`src/rtl/mmio_console.sv`:
```
// mmio_console: memory-mapped putc/status/exit device with a FIFO-fed UART 8N1 transmitter.
// Sits beside dmem on the core's read/write ports; PUTC stalls the core only when the FIFO is full.
module mmio_console #(
   parameter logic [31:0] PUTC_ADDR   = 32'h9000001c,
   parameter logic [31:0] STATUS_ADDR = 32'h90000020,
   parameter logic [31:0] EXIT_ADDR   = 32'h9000002c,
   parameter int          FIFO_DEPTH  = 16,
   parameter int          CLK_DIV     = 868
) (
   input  logic        clk,
   input  logic        resetb,
   input  logic        wready,
   output logic        wvalid,
   input  logic [31:0] waddr,
   input  logic [31:0] wdata,
   input  logic [3:0]  wstrb,
   input  logic        rready,
   output logic        rvalid,
   input  logic [31:0] raddr,
   output logic        rresp,
   output logic [31:0] rdata,
   output logic        txd,
   output logic        tx_busy,
   output logic        exit_req,
   output logic [31:0] exit_code
);
   localparam int AW = $clog2(FIFO_DEPTH);
   localparam int BW = $clog2(CLK_DIV);
   localparam logic [BW-1:0] BAUD_MAX = BW'(CLK_DIV - 1);

   typedef enum logic [1:0] {IDLE, START, DATA, STOP} state_t;

   state_t        r_state;
   logic [7:0]    r_mem [FIFO_DEPTH];
   logic [AW-1:0] r_wp, r_rp;
   logic [AW:0]   r_count;
   logic [BW-1:0] r_baud;
   logic [2:0]    r_bit;
   logic [7:0]    r_shift;

   logic        w_full, w_empty, w_putc, w_push, w_pop, w_bdone, w_unused;
   logic [31:0] w_status;

   assign w_full   = r_count == (AW+1)'(FIFO_DEPTH);
   assign w_empty  = r_count == '0;
   assign w_putc   = wready && waddr == PUTC_ADDR && wstrb[0];
   assign w_push   = w_putc && !w_full;
   assign w_bdone  = r_baud == '0;
   // Head is consumed when a frame starts, from IDLE or straight out of STOP.
   assign w_pop    = !w_empty && (r_state == IDLE || (r_state == STOP && w_bdone));
   assign wvalid   = !(w_putc && w_full);
   assign rvalid   = 1'b1;
   assign tx_busy  = !w_empty || r_state != IDLE;
   assign w_status = {16'h0, 8'(r_count), 4'h0, exit_req, tx_busy, w_empty, w_full};
   assign w_unused = ^wstrb[3:1];

   always_ff @(posedge clk)
      if (w_push) r_mem[r_wp] <= wdata[7:0];

   always_ff @(posedge clk or negedge resetb)
      if (!resetb) begin
         r_wp    <= '0;
         r_rp    <= '0;
         r_count <= '0;
      end else begin
         if (w_push) r_wp <= r_wp + AW'(1);
         if (w_pop) r_rp <= r_rp + AW'(1);
         r_count <= r_count + (AW+1)'(w_push) - (AW+1)'(w_pop);
      end

   always_ff @(posedge clk or negedge resetb)
      if (!resetb) begin
         r_state <= IDLE;
         r_baud  <= '0;
         r_bit   <= '0;
         r_shift <= '0;
         txd     <= 1'b1;
      end else begin
         case (r_state)
            IDLE:
               if (!w_empty) begin
                  r_shift <= r_mem[r_rp];
                  r_baud  <= BAUD_MAX;
                  txd     <= 1'b0;
                  r_state <= START;
               end
            START:
               if (w_bdone) begin
                  r_baud  <= BAUD_MAX;
                  r_bit   <= '0;
                  txd     <= r_shift[0];
                  r_state <= DATA;
               end else r_baud <= r_baud - BW'(1);
            DATA:
               if (w_bdone) begin
                  r_baud  <= BAUD_MAX;
                  r_bit   <= r_bit + 3'd1;
                  r_shift <= r_shift >> 1;
                  txd     <= (r_bit == 3'd7) ? 1'b1 : r_shift[1];
                  r_state <= (r_bit == 3'd7) ? STOP : DATA;
               end else r_baud <= r_baud - BW'(1);
            STOP:
               if (w_bdone) begin
                  if (!w_empty) begin
                     r_shift <= r_mem[r_rp];
                     r_baud  <= BAUD_MAX;
                     txd     <= 1'b0;
                     r_state <= START;
                  end else r_state <= IDLE;
               end else r_baud <= r_baud - BW'(1);
         endcase
      end

   always_ff @(posedge clk or negedge resetb)
      if (!resetb) begin
         rresp     <= 1'b0;
         rdata     <= '0;
         exit_req  <= 1'b0;
         exit_code <= '0;
      end else begin
         rresp <= rready;
         if (rready) rdata <= (raddr == STATUS_ADDR) ? w_status : '0;
         // First exit write wins; the code is frozen from then on.
         if (wready && waddr == EXIT_ADDR && !exit_req) begin
            exit_req  <= 1'b1;
            exit_code <= wdata;
         end
      end
endmodule

```
`config.mk`:
```
export PLATFORM = sky130hd
export DESIGN_NAME = mmio_console
export DESIGN_NICKNAME = d
export VERILOG_FILES = /design/src/rtl/mmio_console.sv
export SDC_FILE = /design/constraint.sdc
export NUM_CORES = 1
export LEC_CHECK = 0
export CORE_UTILIZATION = 45
export CTS_CLUSTER_DIAMETER = 150
export DETAILED_ROUTE_END_ITERATION = 12
export GPL_TIMING_DRIVEN = 0
export PLACE_DENSITY = 0.71
export SLEW_MARGIN = 20
export SYNTH_ARGS = -nofsm -noshare
export SYNTH_HDL_FRONTEND = slang
export SYNTH_SLANG_ARGS = --single-unit
```
`constraint.sdc`:
```
create_clock -name clk -period 3.2 [get_ports clk]
set_input_delay 0.32 -clock clk [delete_from_list [all_inputs] [get_ports clk]]
set_output_delay 0.32 -clock clk [all_outputs]
set_load 0.005 [all_outputs]
```
Word-level counts from Yosys, hierarchy flattened
Memory sizes are Yosys's and may differ from the RTL's.
Index checks and enable logic that the tools add are counted.
{"block": "classes", "add_sub_neg": 6, "n_eq_ne": 12, "n_mux": 27, "n_reduce_logical": 25}
{"cell": "$eq A32 B32 Y1 const B", "count": 3}
{"cell": "$mux W10", "count": 3}
{"cell": "$pmux W10 S3", "count": 1}
{"cell": "$mux W8", "count": 3}
{"cell": "$pmux W8 S3", "count": 1}
{"cell": "$mux W13", "count": 1}
{"cell": "$logic_not A10 Y1", "count": 1}
{"cell": "$sub A10 B1 Y10 const B", "count": 1}
{"cell": "$mux W1", "count": 9}
{"cell": "$reduce_and A3 Y1", "count": 3}
{"cell": "$add A4 B1 Y4 const B", "count": 2}
{"cell": "$logic_and A1 B1 Y1", "count": 8}
{"cell": "$mux W2", "count": 4}
{"cell": "$ne A2 B2 Y1 const B", "count": 4}
{"cell": "$pmux W2 S4", "count": 1}
{"cell": "$mux W3", "count": 2}
{"cell": "$pmux W3 S2", "count": 1}
{"cell": "$add A5 B1 Y5", "count": 1}
{"cell": "$eq A5 B5 Y1 const B", "count": 1}
{"cell": "$logic_not A5 Y1", "count": 1}
{"cell": "$sub A5 B1 Y5", "count": 1}
{"cell": "$eq A2 B2 Y1 const B", "count": 2}
{"cell": "$logic_not A1 Y1", "count": 4}
{"cell": "$pmux W1 S4", "count": 1}
{"cell": "9 further kinds", "count": 11}
{"block": "totals", "reg_bits": 103, "ram_bits": 128, "in_bits": 104, "out_inout_bits": 70, "wordCells": 83, "mem_count": 1}
{"memory": "r_mem", "depth": 16, "word_bits": 8, "rd": 1, "rd_clocked_by_memory_dff": 0, "write_ports": 1, "line": "34", "text": "logic [7:0] r_mem [FIFO_DEPTH];"}

Logic depth before layout (Yosys ltp)
Gate-level depths: netlist of the first run.
{"block": "depth", "depth_word": 6, "depth_mapped": 15, "depth_no_buf": 15}

Worst setup path before layout of the first run
No wires, ideal clock.
{"block": "synth_timing", "path_type": "flip-flop to flip-flop", "startpoint": "register r_count[3]", "endpoint": "register r_count[4]", "setup_time_ns": 0.125, "arrival_ns": 2.733, "required_time_ns": 3.075, "path_slack_ns": 0.342, "stages_incl_launch_ff": 15, "path_buffers": 0, "period_less_slack_ns": 2.858, "path_cell_list": "dfrtp_1 -> inv_1 -> ha_1 -> nor4b_2 -> nor2_1 -> ha_1 -> inv_1 -> ha_1 -> inv_1 -> fa_1 -> inv_1 -> a21oi_1 -> nor2_1 -> nor2_1 -> xnor2_1"}
{"block": "synth_between", "elab_cells_between_ends": 8, "classes_between": "add/sub (2); eq/ne (1); reduce/logical (5)"}
{"element": "start, declared", "line": "36", "text": "logic [AW:0] r_count;"}
{"element": "start signal, assigned", "line": "68", "text": "r_count <= r_count + (AW+1)'(w_push) - (AW+1)'(w_pop);"}
{"element": "$logic_not A5 Y1", "line": "45", "text": "assign w_empty = r_count == '0;"}
{"element": "$logic_not A1 Y1"}
{"element": "$logic_and A1 B1 Y1", "line": "50", "text": "assign w_pop = !w_empty && (r_state == IDLE || (r_state == STOP && w_bdone));"}
{"element": "named net w_pop", "line": "41", "text": "logic w_full, w_empty, w_putc, w_push, w_pop, w_bdone, w_unused;"}
{"element": "$sub A5 B1 Y5", "line": "68"}
The timed path passes the listed nets, and every way through them passes these cells.
A chain may end at the register's enable or synchronous reset.

Worst setup path in the final report of the first run
{"block": "layout_timing", "startpoint": "register r_baud[5]", "endpoint": "register r_count[4]"}
{"block": "layout_between", "elab_chain_len": 5}
{"element": "start, declared", "line": "37", "text": "logic [BW-1:0] r_baud;"}
{"element": "start signal, assigned", "line": "93", "text": "end else r_baud <= r_baud - BW'(1);"}
{"element": "start signal, assigned", "line": "101", "text": "end else r_baud <= r_baud - BW'(1);"}
{"element": "start signal, assigned", "line": "110", "text": "end else r_baud <= r_baud - BW'(1);"}
{"element": "$logic_not A10 Y1", "line": "48", "text": "assign w_bdone = r_baud == '0;"}
{"element": "$logic_and A1 B1 Y1", "line": "50"}
{"element": "$logic_or A1 B1 Y1", "line": "50"}
{"element": "$logic_and A1 B1 Y1", "line": "50"}
{"element": "named net w_pop", "line": "41"}
{"element": "$sub A5 B1 Y5", "line": "68"}
The timed path passes the listed nets, and every way through them passes these cells.

==> out/summary.md, run 1 <==
The run gives 0.50 ns as the latest clock arrival within the worst-skew pair. The final hold violation count was 0. The total iterations of the first detailed-routing run came out at 7. The tools report the startpoint type of the worst setup path as a register. Dividing the synthesized area by the synthesized cell count gives 14.7 um^2. The number of antenna violations at the first check in global routing was 0; the share of power burned in combinational logic was 3.8%.

The multi-input combinational cells in the finished layout cover a total of 2960 um^2. In this run, synthesis produced a sequential element count of 208. Area of the core region: 19,700 um^2. In this run the tool buffered the top-level ports with 146 buffer cells. After detailed placement, the total cell area comes to 11,000 um^2. The final global-route overflow total was 0; the power per cell area was 485 nW/um^2. For this configuration, the core starts out at a cell density of 46.4%.

The yosys synthesis warning count is 0. Among all flip-flop cells after synthesis, the most frequent one is edfxtp_1. The switching power total was 1.08 mW. For the final routed database, the setup TNS stands at 0 ns. For the number of distinct standard cells referenced by the synthesized netlist, the log shows 60.

The part of the power in the clock network is 46.6%, and the static leakage is 4.50 nW. For the worst vdd rail ir drop, the log shows 399 uV. Counting every instance in the synthesized netlist gives 622. The worst register-to-register path ends at r_count[4]$_DFF_PN0_.

Counting the buffers created by CTS gives 22. The final core utilization was 60.4%. The worst reg-to-reg path cell count is 13. The minimum setup slack after placement came out at -0.415 ns. The y dimension of the die came out at 144 um. The H-tree depth reported by CTS was 1; the worst clock skew on the final layout was 0.0112 ns.

Counting the fill cells in the layout gives 1,522. By area the synthesized netlist is led by edfxtp_1 (42%), dfrtp_1 (22%), mux4_2 (5.2%). The clock net sink count is 208. The slew at the pin with the worst max-slew slack is 0.939 ns, and the horizontal die dimension is 144 um. Static timing analysis puts the maximum clock frequency at 345 MHz. The share of synthesized area in the top cell type comes to 42.2%. Detailed-routed wire length on met3: 1.26 mm.

Wire length of the first global-routing pass: 32.1 mm. Setup repair after global routing left no endpoint under its margin. Post-detailed-route wirelength per cell: 18.9 um.

The remaining antenna violation count is 0. Of the available clock period, the critical path in the final layout requires 90.5%. In this run the worst hold path is classified as in2async.

The setup check on the worst reg-to-reg path leaves a slack of 0.30 ns. The least setup slack across all paths after layout was 0.304 ns. Along the worst path, the maximum fanout reaches 7. Portion of total power attributed to sequential cells: 49.6%. The library cell occupying the most area in the post-synthesis netlist is edfxtp_1. The startpoint identified for the worst register-to-register timing path is r_baud[5]$_DFF_PN0_.

In the detailed route, the total length drawn on met2 is 10.2 mm. STA classifies the critical path endpoint as a register. For the part of the Yosys area used for sequential elements, the log shows 64.2%. In the post-synthesis netlist, the cell with the most instances is edfxtp_1. The flow ran to the end, and the final reports show no timing, DRC or antenna violations.

The detailed router used layers up to and including met4. The tools report the placer congestion estimate as 0.839. In the final design database the tool counted 947 nets. In the synthesized netlist the async set-or-reset flop fraction comes to 38.5%.

Global routing consumed, over all layers together, 20.3% of the routing resources. The switching share of power is 18.8%, and the via count of the first global-routing pass is 5,868. Data required time of the critical path: 3.57 ns.

Clock-pin slew was measured on the worst setup and hold paths at 0.06 ns. The share of final-layout standard cells stronger than drive strength 1 was 18.4%; the number of vias in the routed layout was 5,787. For the combined flip-flop and latch cell area, the log shows 5850 um^2. The area of the die was 20,800 um^2; the number of standard-cell rows in the floorplan was 51.

Summed over all layers, the routed wires come to 20.9 mm. The post-route minimum period was 2.90 ns; the max-slew violation total from the final report was 0. The run gives 174 as the number of primary I/O pins. The pin count of the biggest net entering global routing is 59, and the power after layout is 5.76 mW.

Compared with the post-synthesis result, the final layout area differs by 30.3%. The run gives 11,900 um^2 as the final design area excluding fillers. The worst setup path is of the reg2reg kind. Detailed placement finished with a half-perimeter wire length of 14.9 mm. By count the netlist is led by edfxtp_1 (128), dfrtp_1 (79), nand2_1 (45).

The run gives 437 as the detailed router's first-iteration violation count. TritonCTS built the clock tree. The worst pin sits at a relative slew slack of 37.2%.

The tools report the wire length on met1 as 9.15 mm. After synthesis the cells add up to 9110 um^2. The master cell of the clock root buffer is clkbuf_16.

The clock passes through at most 3 buffers. The logs give 0 for the number of setup violations in the final report and 0 for the antenna cell count. Max-cap violations in this run came to 0. The synthesized design contains 128 enable-type register cells. Data arrives at the worst endpoint at 3.27 ns. Using the TritonRoute via totals, the vias-per-cell ratio works out to 5.25. Residual DRC count: 0. The tools report the internal power consumption as 4.68 mW.
==> how the worst max path moves through the flow <==
stage	from	endpoint	slack (ns)
final	r_baud[5]$_DFF_PN0_	r_count[4]$_DFF_PN0_	0.30
after global routing	r_baud[0]$_DFF_PN0_	r_count[4]$_DFF_PN0_	0.1
after CTS	r_count[2]$_DFF_PN0_	r_count[4]$_DFF_PN0_	0.02
after detailed placement	waddr[21]	r_count[4]$_DFF_PN0_	-0.42
after global placement	resetb	r_wp[2]$_DFFE_PN0P_	-0.96
after floorplan	r_count[3]$_DFF_PN0_	r_count[4]$_DFF_PN0_	0.34
==> repair_timing <==
| action | in CTS | in global routing |
|---|---|---|
| hold endpoints to repair | 21 | 0 |
| hold buffers | 1 | 0 |
| pin swaps | 1 | 1 |
| gates resized for setup | 1 | 2 |
| setup buffers | 0 | 4 |
| setup endpoints to repair | 5 | 1 |
==> final cells by class <==
| cell class | count | share of cell area, % |
|---|---|---|
| Sequential cell | 208 | 49.2 |
| Multi-Input combinational cell | 364 | 25.0 |
| Timing Repair Buffer | 154 | 13.0 |
| Clock buffer | 33 | 5.33 |
| Tap cell | 265 | 2.79 |
| Buffer | 46 | 2.72 |
| Clock inverter | 7 | 1.17 |
| Inverter | 26 | 0.822 |
==> power groups by stage <==
stage | combinational (mW) | clock (mW) | sequential, mW
2_1_floorplan | 0.0345 | 0 | 2.91
3_3_place_gp | 0.208 | 0 | 2.91
4_1_cts | 0.219 | 2.74 | 2.86
5_1_grt | 0.238 | 2.83 | 2.86
3_5_place_dp | 0.217 | 0 | 2.91
6_report | 0.219 | 2.69 | 2.86
==> state kept, by name, indices dropped and copies added (netlist names) <==
register and flops:
r_shift 8, r_mem 128, r_bit 3, r_state 2, rresp 1, rdata 9, exit_req 1, txd 1
r_count 5, r_rp 4, exit_code 32, r_wp 4, r_baud 10
==> per-stage QoR <==
| step | hold WS (ns) | instances |
|---|---|---|
| after floorplan | 0.0244 | 644 |
| after global placement | 0.479 | 1055 |
| after detailed placement | 0.247 | 1058 |
| after CTS | 0.283 | 1099 |
| after global routing | 0.297 | 1103 |
| final | 0.280 | 1103 |
==> cell usage in the layout (no fill, tap or decap), types with 10 or more instances in the layout <==
cell type	count
edfxtp_1	128
ha_1	20
nand2_1	45
mux4_2	21
a31oi_1	10
clkdlybuf4s50_1	145
mux2_2	34
dfrtp_1	79
conb_1	24
buf_4	33
o21ai_0	22
clkbuf_1	13
a22oi_1	12
mux2i_1	26
nor2_1	29
clkbuf_16	23
a21oi_1	14
inv_1	26
==> kinds of logic after synthesis <==
family | synth area share (%)
mux | 12.2
simple gates | 8.26
buf+inv | 4.61
other cells | 0.0824
xor+xnor | 1.15
compound gates | 6.52
fa+ha+maj | 2.97
flops | 64.2
==> worst max-delay path: stages (launching register included) <==
cell	delay (ns)
dfrtp_1	0.47
nor4_4	0.44
a41oi_1	0.21
nor2_2	0.32
ha_1	0.30
inv_1	0.06
ha_1	0.16
inv_1	0.06
fa_1	0.40
inv_1	0.07
a21oi_1	0.06
nor2_1	0.08
nor2_1	0.05
xnor2_1	0.11
==> routing by layer <==
metal	up-vias	GRT usage [%]
li1	2689	-
met1	2887	28.9
met2	187	32.6
met3	24	3.64
met4	0	4.32
met5	-	0
No activity file was read; power rests on OpenSTA's default activity.
==> inputs of run 2 (changes only) <==
--- a/config.mk
+++ b/config.mk
@@ -7,6 +7,7 @@
 export LEC_CHECK = 0
 export CORE_UTILIZATION = 45
 export CTS_CLUSTER_DIAMETER = 150
+export CTS_CLUSTER_SIZE = 40
 export DETAILED_ROUTE_END_ITERATION = 12
 export GPL_TIMING_DRIVEN = 0
 export PLACE_DENSITY = 0.71
@@ -14,3 +15,4 @@
 export SYNTH_ARGS = -nofsm -noshare
 export SYNTH_HDL_FRONTEND = slang
 export SYNTH_SLANG_ARGS = --single-unit
+export TNS_END_PERCENT = 30
==> out/summary.md, run 2 (synthesized netlist as in run 1, its figures left out) <==
The flow ran to the end, and the final reports show no timing, DRC or antenna violations. The largest registers in the layout are r_mem: 128 flops, exit_code: 32 flops, r_baud: 10 flops. Setup repair after global routing left no endpoint under its margin. The tools report the post-DP HPWL as 14.9 mm. The worst register-to-register path has a depth of 13.

Relative to the synthesized area, the layout overhead comes to 24.7%. The run gives 11,000 um^2 as the total cell area at the placement stage. The slew at the pin with the worst max-slew slack is 0.951 ns, and the reg2reg setup slack is 0.31 ns. After layout, the design draws a total of 4.42 mW. The H-tree depth reported by CTS was 1; the maximum single-stage delay on the critical path was 0.49 ns.

In this run the core area contains 51 standard-cell rows. The tools report the area of the die as 20,800 um^2. Clock-pin slew was measured on the worst setup and hold paths at 0.14 ns.

Once routing completed, OpenROAD measured the worst setup slack at 0.310 ns. The final layout contains 933 nets. The pin count of the biggest net entering global routing was 59. The register ranked first by flip-flop count was r_mem. The clock reaches the later pin of the worst-skew pair after 0.48 ns.

Following the worst setup path forward leads to its endpoint at r_count[4]$_DFF_PN0_. Traced cell by cell, the critical path runs through nor4_4 -> a41oi_1 -> nor2_2 -> ha_1 -> inv_1 -> ha_1 -> inv_1 -> fa_1 -> inv_1 -> a21oi_1 -> nor2_1 -> nor2_1 -> xnor2_1. Setup violations remaining at the end of the flow were counted as 0. The via count of the first global-routing pass is 5,708, and the ratio of routed vias to standard cells is 5.30.

The cell type with the highest occurrence count on the critical path is inv_1. Global routing used 19.8% of the available tracks. The post-route minimum period is 2.89 ns. The wire length of the first global-routing pass was 31.3 mm; the number of flip-flops under the largest register name was 128. Leaving out fill and tap cells, the most frequent cell in the layout is clkdlybuf4s50_1.

Port buffering added 146 buffers. On the final layout, the worst clock skew is 0.0534 ns. The power per cell area was 389 nW/um^2; the total wire length was 20.3 mm.

In this run the deepest clock path goes through 3 buffers. The highest fanout seen on the critical path is 7. The critical path's slowest cell was dfrtp_1. The run gives 11,400 um^2 as the final design area excluding fillers. The worst pin sits at a relative slew slack of 36.4%. In this run the count of I/O pins placed on the die edge is 174.

Worst vdd rail ir drop: 482 uV. The logs give 0 for the residual DRC count and 0 for the antenna cell count. Routability-driven placement finished with a final weighted congestion of 0.839. For the number of antenna violations at the first check in global routing, the log shows 0. Of the cells placed in the final design, the portion with a size suffix greater than 1 is 16.2%.

TritonCTS built the clock tree. STA classifies the critical path endpoint as a register. For this run, the share of the core covered by cells in the final layout is 57.8%.

The top cell types in the final layout, fill and taps aside, are clkdlybuf4s50_1 (145), edfxtp_1 (128), dfrtp_1 (79). CTS saw 208 sinks. The data required time of the critical path came out at 3.58 ns. Y dimension of the die: 144 um. In this run the static leakage power is 4.25 nW. The max-slew violation total from the final report was 0. STA classifies the critical path startpoint as a register.

Summing all flip-flop and latch instances after layout gives 5850 um^2. The detail route stage leaves a number of antenna-violating nets equal to 0. The tools report the beginning of the critical path as r_baud[5]$_DFF_PN0_.

The floorplan step set the die width to 144 um. The endpoint identified for the worst register-to-register timing path is r_count[4]$_DFF_PN0_. Number of vias in the routed layout: 5,696. The startpoint identified for the worst register-to-register timing path is r_baud[5]$_DFF_PN0_. The type of the worst setup path is reg2reg. Fill cells in the final layout number 1,565. Dividing the detail-routed wire length by the instance count gives 18.9 um. Dividing the final minimum period by the clock period gives 90.3%. The pre-antenna-repair detailed-routing pass consisted of 5 iterations. The logs give 0.265 ns for the worst-case hold slack and 0 for the reported max-cap violation count.

The tools report the master cell of the clock root buffer as clkbuf_16. In this run the standard cell core region covers 19,700 um^2. The classification of the worst-slack hold path is in2async.

Summing all multi-input logic gate instances after layout gives 2960 um^2. The logs give 46.4% for the starting utilization of the core area and 3.27 ns for the worst path arrival time. In this run, CTS created clock tree buffers numbering 9. Static timing analysis puts the maximum clock frequency at 346 MHz. For the final hold violation count, the log shows 0. After the first detailed-routing iteration, the DRC count stood at 458. For this run the aggregate overflow at the end of global routing stands at 0. The minimum setup slack after placement is -0.415 ns.
## run 2: through the flow
stage                     std cells  setup TNS (ns)
after detailed placement       1058          -17.30
after global placement         1055         -104.43
after floorplan                 644               0
final                          1075               0
after CTS                      1072               0
after global routing           1075               0
## run 2: timing repair
action,4_1_cts,5_1_grt
hold buffers,1,0
endpoints found under the setup margin,5,1
gates resized for setup,1,2
pin swaps,1,1
setup buffers,0,3
endpoints found under the hold margin,21,0
## run 2: worst min path at each step
stage                         startpoint                        to  slack [ns]  depth (start not counted)
global route                      resetb       r_baud[4]$_DFF_PN0_        0.28                          2
detailed placement                resetb       r_baud[4]$_DFF_PN0_        0.25                          1
finish                            resetb       r_baud[4]$_DFF_PN0_        0.26                          2
floorplan                         resetb  exit_code[0]$_DFFE_PN0P_        0.02                          0
global placement    r_bit[1]$_DFFE_PN0P_      r_bit[1]$_DFFE_PN0P_        0.48                          1
CTS                               resetb       r_baud[4]$_DFF_PN0_        0.27                          2
## run 2: power breakdown
part	total (mW)	internal [mW]	switching (mW)
Combinational	0.218	0.134	0.0842
Sequential	2.85	2.85	0.000130
Clock	1.35	0.545	0.801
Total	4.42	3.53	0.885
## run 2: layer usage
metal	part of all wire, %	global-route usage [%]	wire, um	vias to the layer above
li1	-	-	-	2645
met1	44	28.5	8900	2860
met2	49	31.9	9990	170
met3	5.5	3.15	1120	21
met4	1.4	3.88	274	0
met5	0	0	0	-
## run 2: cell type report
type,count,area share [%]
timing repair buffer,153,13.5
clock inverter,1,0.264
buffer,46,2.84
tap,265,2.92
inverter,26,0.859
sequential,208,51.5
clock buffer,12,2.08
multi-input combinational,364,26.1
## run 2: worst max-delay path: cells and delay by family (launching register included)
kind	cells	cell delay [ns]
compound gates	2	0.26
xor+xnor	1	0.11
fa+ha+maj	3	0.86
buf+inv	3	0.19
flops	1	0.49
simple gates	4	0.87
==> inputs of run 3 (changes only) <==
==> constraint.sdc (replaced) <==
create_clock -name clk -period 3.2 [get_ports clk]
set_input_delay 0.64 -clock clk [delete_from_list [all_inputs] [get_ports clk]]
set_output_delay 0.64 -clock clk [all_outputs]
set_load 0.005 [all_outputs]
==> out/summary.md, run 3 (synthesized netlist as in run 1, its figures left out) <==
Input and output buffers added on the ports amount to 146. For the via count of the first global-routing pass, the log shows 5,717. For this block, the routed nets add up to 20.4 mm of wire. In this run the vertical extent of the chip is 144 um.

The worst reg-to-reg path cell count is 13, and the least setup slack across all paths after layout is 0.0661 ns. The data required time of the critical path was 2.56 ns. The register ranked first by flip-flop count is r_mem.

The root buffer cell chosen for the clock tree is clkbuf_16. After detailed routing, the number of remaining DRC violations is 0. The logs give 0 for the final global-route overflow total and 4.42 mW for the power after layout. The tools report the final design area excluding fillers as 11,400 um^2.

The critical path is of the in2out type. The logs give 20,800 um^2 for the area of the die and 0 for the final hold violation count. STA classifies the critical path startpoint as an input pin.

The first TritonRoute pass finished after 5 iterations. Relative to the synthesized area, the layout overhead comes to 25.0%. Across the run, the number of max-cap violations was 0. Headroom to the max-slew limit came out at 37.2%. The worst clock skew on the final layout is 0.0516 ns. The most common library cell in the layout ignoring fill and taps is clkdlybuf4s50_1. The share of final-layout standard cells stronger than drive strength 1 came out at 16.7%. TritonCTS built the clock tree. Worst path arrival time: 2.49 ns. The reg-to-reg startpoint was r_baud[5]$_DFF_PN0_. The pin count of the biggest net entering global routing was 59; the highest fanout seen on the critical path was 3. The number of standard cells in the layout, taps in and fillers out is 1,078, and the clock net sink count is 208. The post-DP HPWL is 14.9 mm. Timing would allow up to 319 MHz.

Minimum setup slack after placement: -0.735 ns. Leaving out fill and tap cells, the most frequent cells in the layout are clkdlybuf4s50_1 (145), edfxtp_1 (128), dfrtp_1 (79). The placer congestion estimate was 0.839; the total number of nets in the final design was 936.

In this run the worst setup path begins at waddr[0]. In this run the horizontal extent of the chip is 144 um. The run gives 0.48 ns as the latest clock arrival within the worst-skew pair. In this run the cell area measured after placement is 11,000 um^2. The number of antenna violations at the first check in global routing came out at 0. The H-tree depth reported by CTS was 1; the ratio of final minimum period to clock period was 97.9%.

The share of power burned in combinational logic is 4.9%. Cell internal power was estimated by the tool at 3.53 mW. The largest registers in the layout are r_mem: 128 flops, exit_code: 32 flops, r_baud: 10 flops. The logs give 0 for the antenna cell count and 64.6% for the portion of total power attributed to sequential cells. After detailed placement, the design holds a cell count of 1,058. For the reg2reg setup slack, the log shows 0.30 ns. Number of flip-flops under the largest register name: 128. Terminus of the critical flop-to-flop path: r_count[4]$_DFF_PN0_. The tools report the end of the critical path as wvalid. The post-detailed-route wirelength per cell was 18.9 um; the ratio of routed vias to standard cells was 5.31.

Setup repair after global routing could not meet its margin everywhere. Counting along the longest clock path gives a buffer depth of 3. The slew at the pin with the worst max-slew slack is 0.938 ns.

The initial utilization of the core area, before any placement, comes to 46.4%. 174 I/O pins were placed. VDD sags by at most 482 uV.

Global routing used 19.8% of the available tracks. The post-route minimum period was 3.13 ns; the switching power total was 0.885 mW. In this run the worst hold path is classified as in2async. Per report_power, the clock group accounts for 30.5% of the total. For the final core utilization, the log shows 57.9%. Area of the core region: 19,700 um^2.

Of the total power, the share spent switching nets is 20.0%. The wire length of the first global-routing pass was 31.3 mm. The max-slew violation total from the final report was 0.

The flow ran to the end, and the final reports show no timing, DRC or antenna violations. The number of vias in the routed layout came out at 5,723. The run gives 442 as the detailed router's first-iteration violation count. The static leakage was 4.26 nW. In this run the remaining antenna-violating nets after routing total 0. The number of buffers created by CTS was 9. The worst setup path is captured at a primary output.

Setup violations remaining at the end of the flow were counted as 0. Clock-pin slew was measured on the worst setup and hold paths at 0.14 ns. In this run the core area contains 51 standard-cell rows.

In this run the power density over the cells is 388 nW/um^2.
-- run 3: layer usage --
layer	track usage (%)	up-vias	wire length, um	part of all wire [%]
li1	-	2650	-	-
met4	3.88	0	285	1.4
met2	31.9	160	10000	49
met5	0	-	0	0
met1	28.6	2892	8970	44
met3	3.15	21	1110	5.5
-- run 3: cell type report --
class | instances | area (um^2)
buffer | 46 | 323
clock inverter | 1 | 30.0
clock buffer | 12 | 236
multi-input combinational | 364 | 2970
sequential | 208 | 5850
timing repair buffer | 156 | 1550
inverter | 26 | 97.6
tap | 265 | 332
fill | 1563 | 8270
-- run 3: worst min path at each step --
stage                     slack (ns)                        to  cells past startpoint
after floorplan                 0.34  exit_code[0]$_DFFE_PN0P_                      0
after global placement          0.48      r_bit[1]$_DFFE_PN0P_                      1
after detailed placement        0.49      r_bit[1]$_DFFE_PN0P_                      1
after CTS                       0.04       r_baud[4]$_DFF_PN0_                      1
after global routing            0.04       r_baud[4]$_DFF_PN0_                      1
final                           0.04       r_baud[4]$_DFF_PN0_                      1
-- run 3: power by group through the flow --
stage	combinational [mW]	sequential [mW]	clock (mW)
detailed placement	0.217	2.91	0
CTS	0.218	2.85	1.37
global placement	0.208	2.91	0
floorplan	0.0345	2.91	0
finish	0.218	2.85	1.35
global route	0.238	2.85	1.46
-- run 3: worst max-delay path, stage by stage --
cell and delay (ns):
clkdlybuf4s50_1 0.42, nor4b_1 0.31, nand4_1 0.26, nor3_1 0.31, nand2_1 0.08, clkdlybuf4s50_1 0.48
-- run 3: stage by stage --
step,hold WS (ns),TNS [ns]
floorplan,0.344,0
global placement,0.479,-172.33
detailed placement,0.494,-58.66
CTS,0.0411,0
global route,0.0447,-0.0245
finish,0.0429,0
-- run 3: timing repair --
item / CTS / global route
resized for setup: 1 / 3
setup buffers: 2 / 5
hold buffers: 0 / 0
pin swaps: 2 / 3
endpoints found under the setup margin: 38 / 20
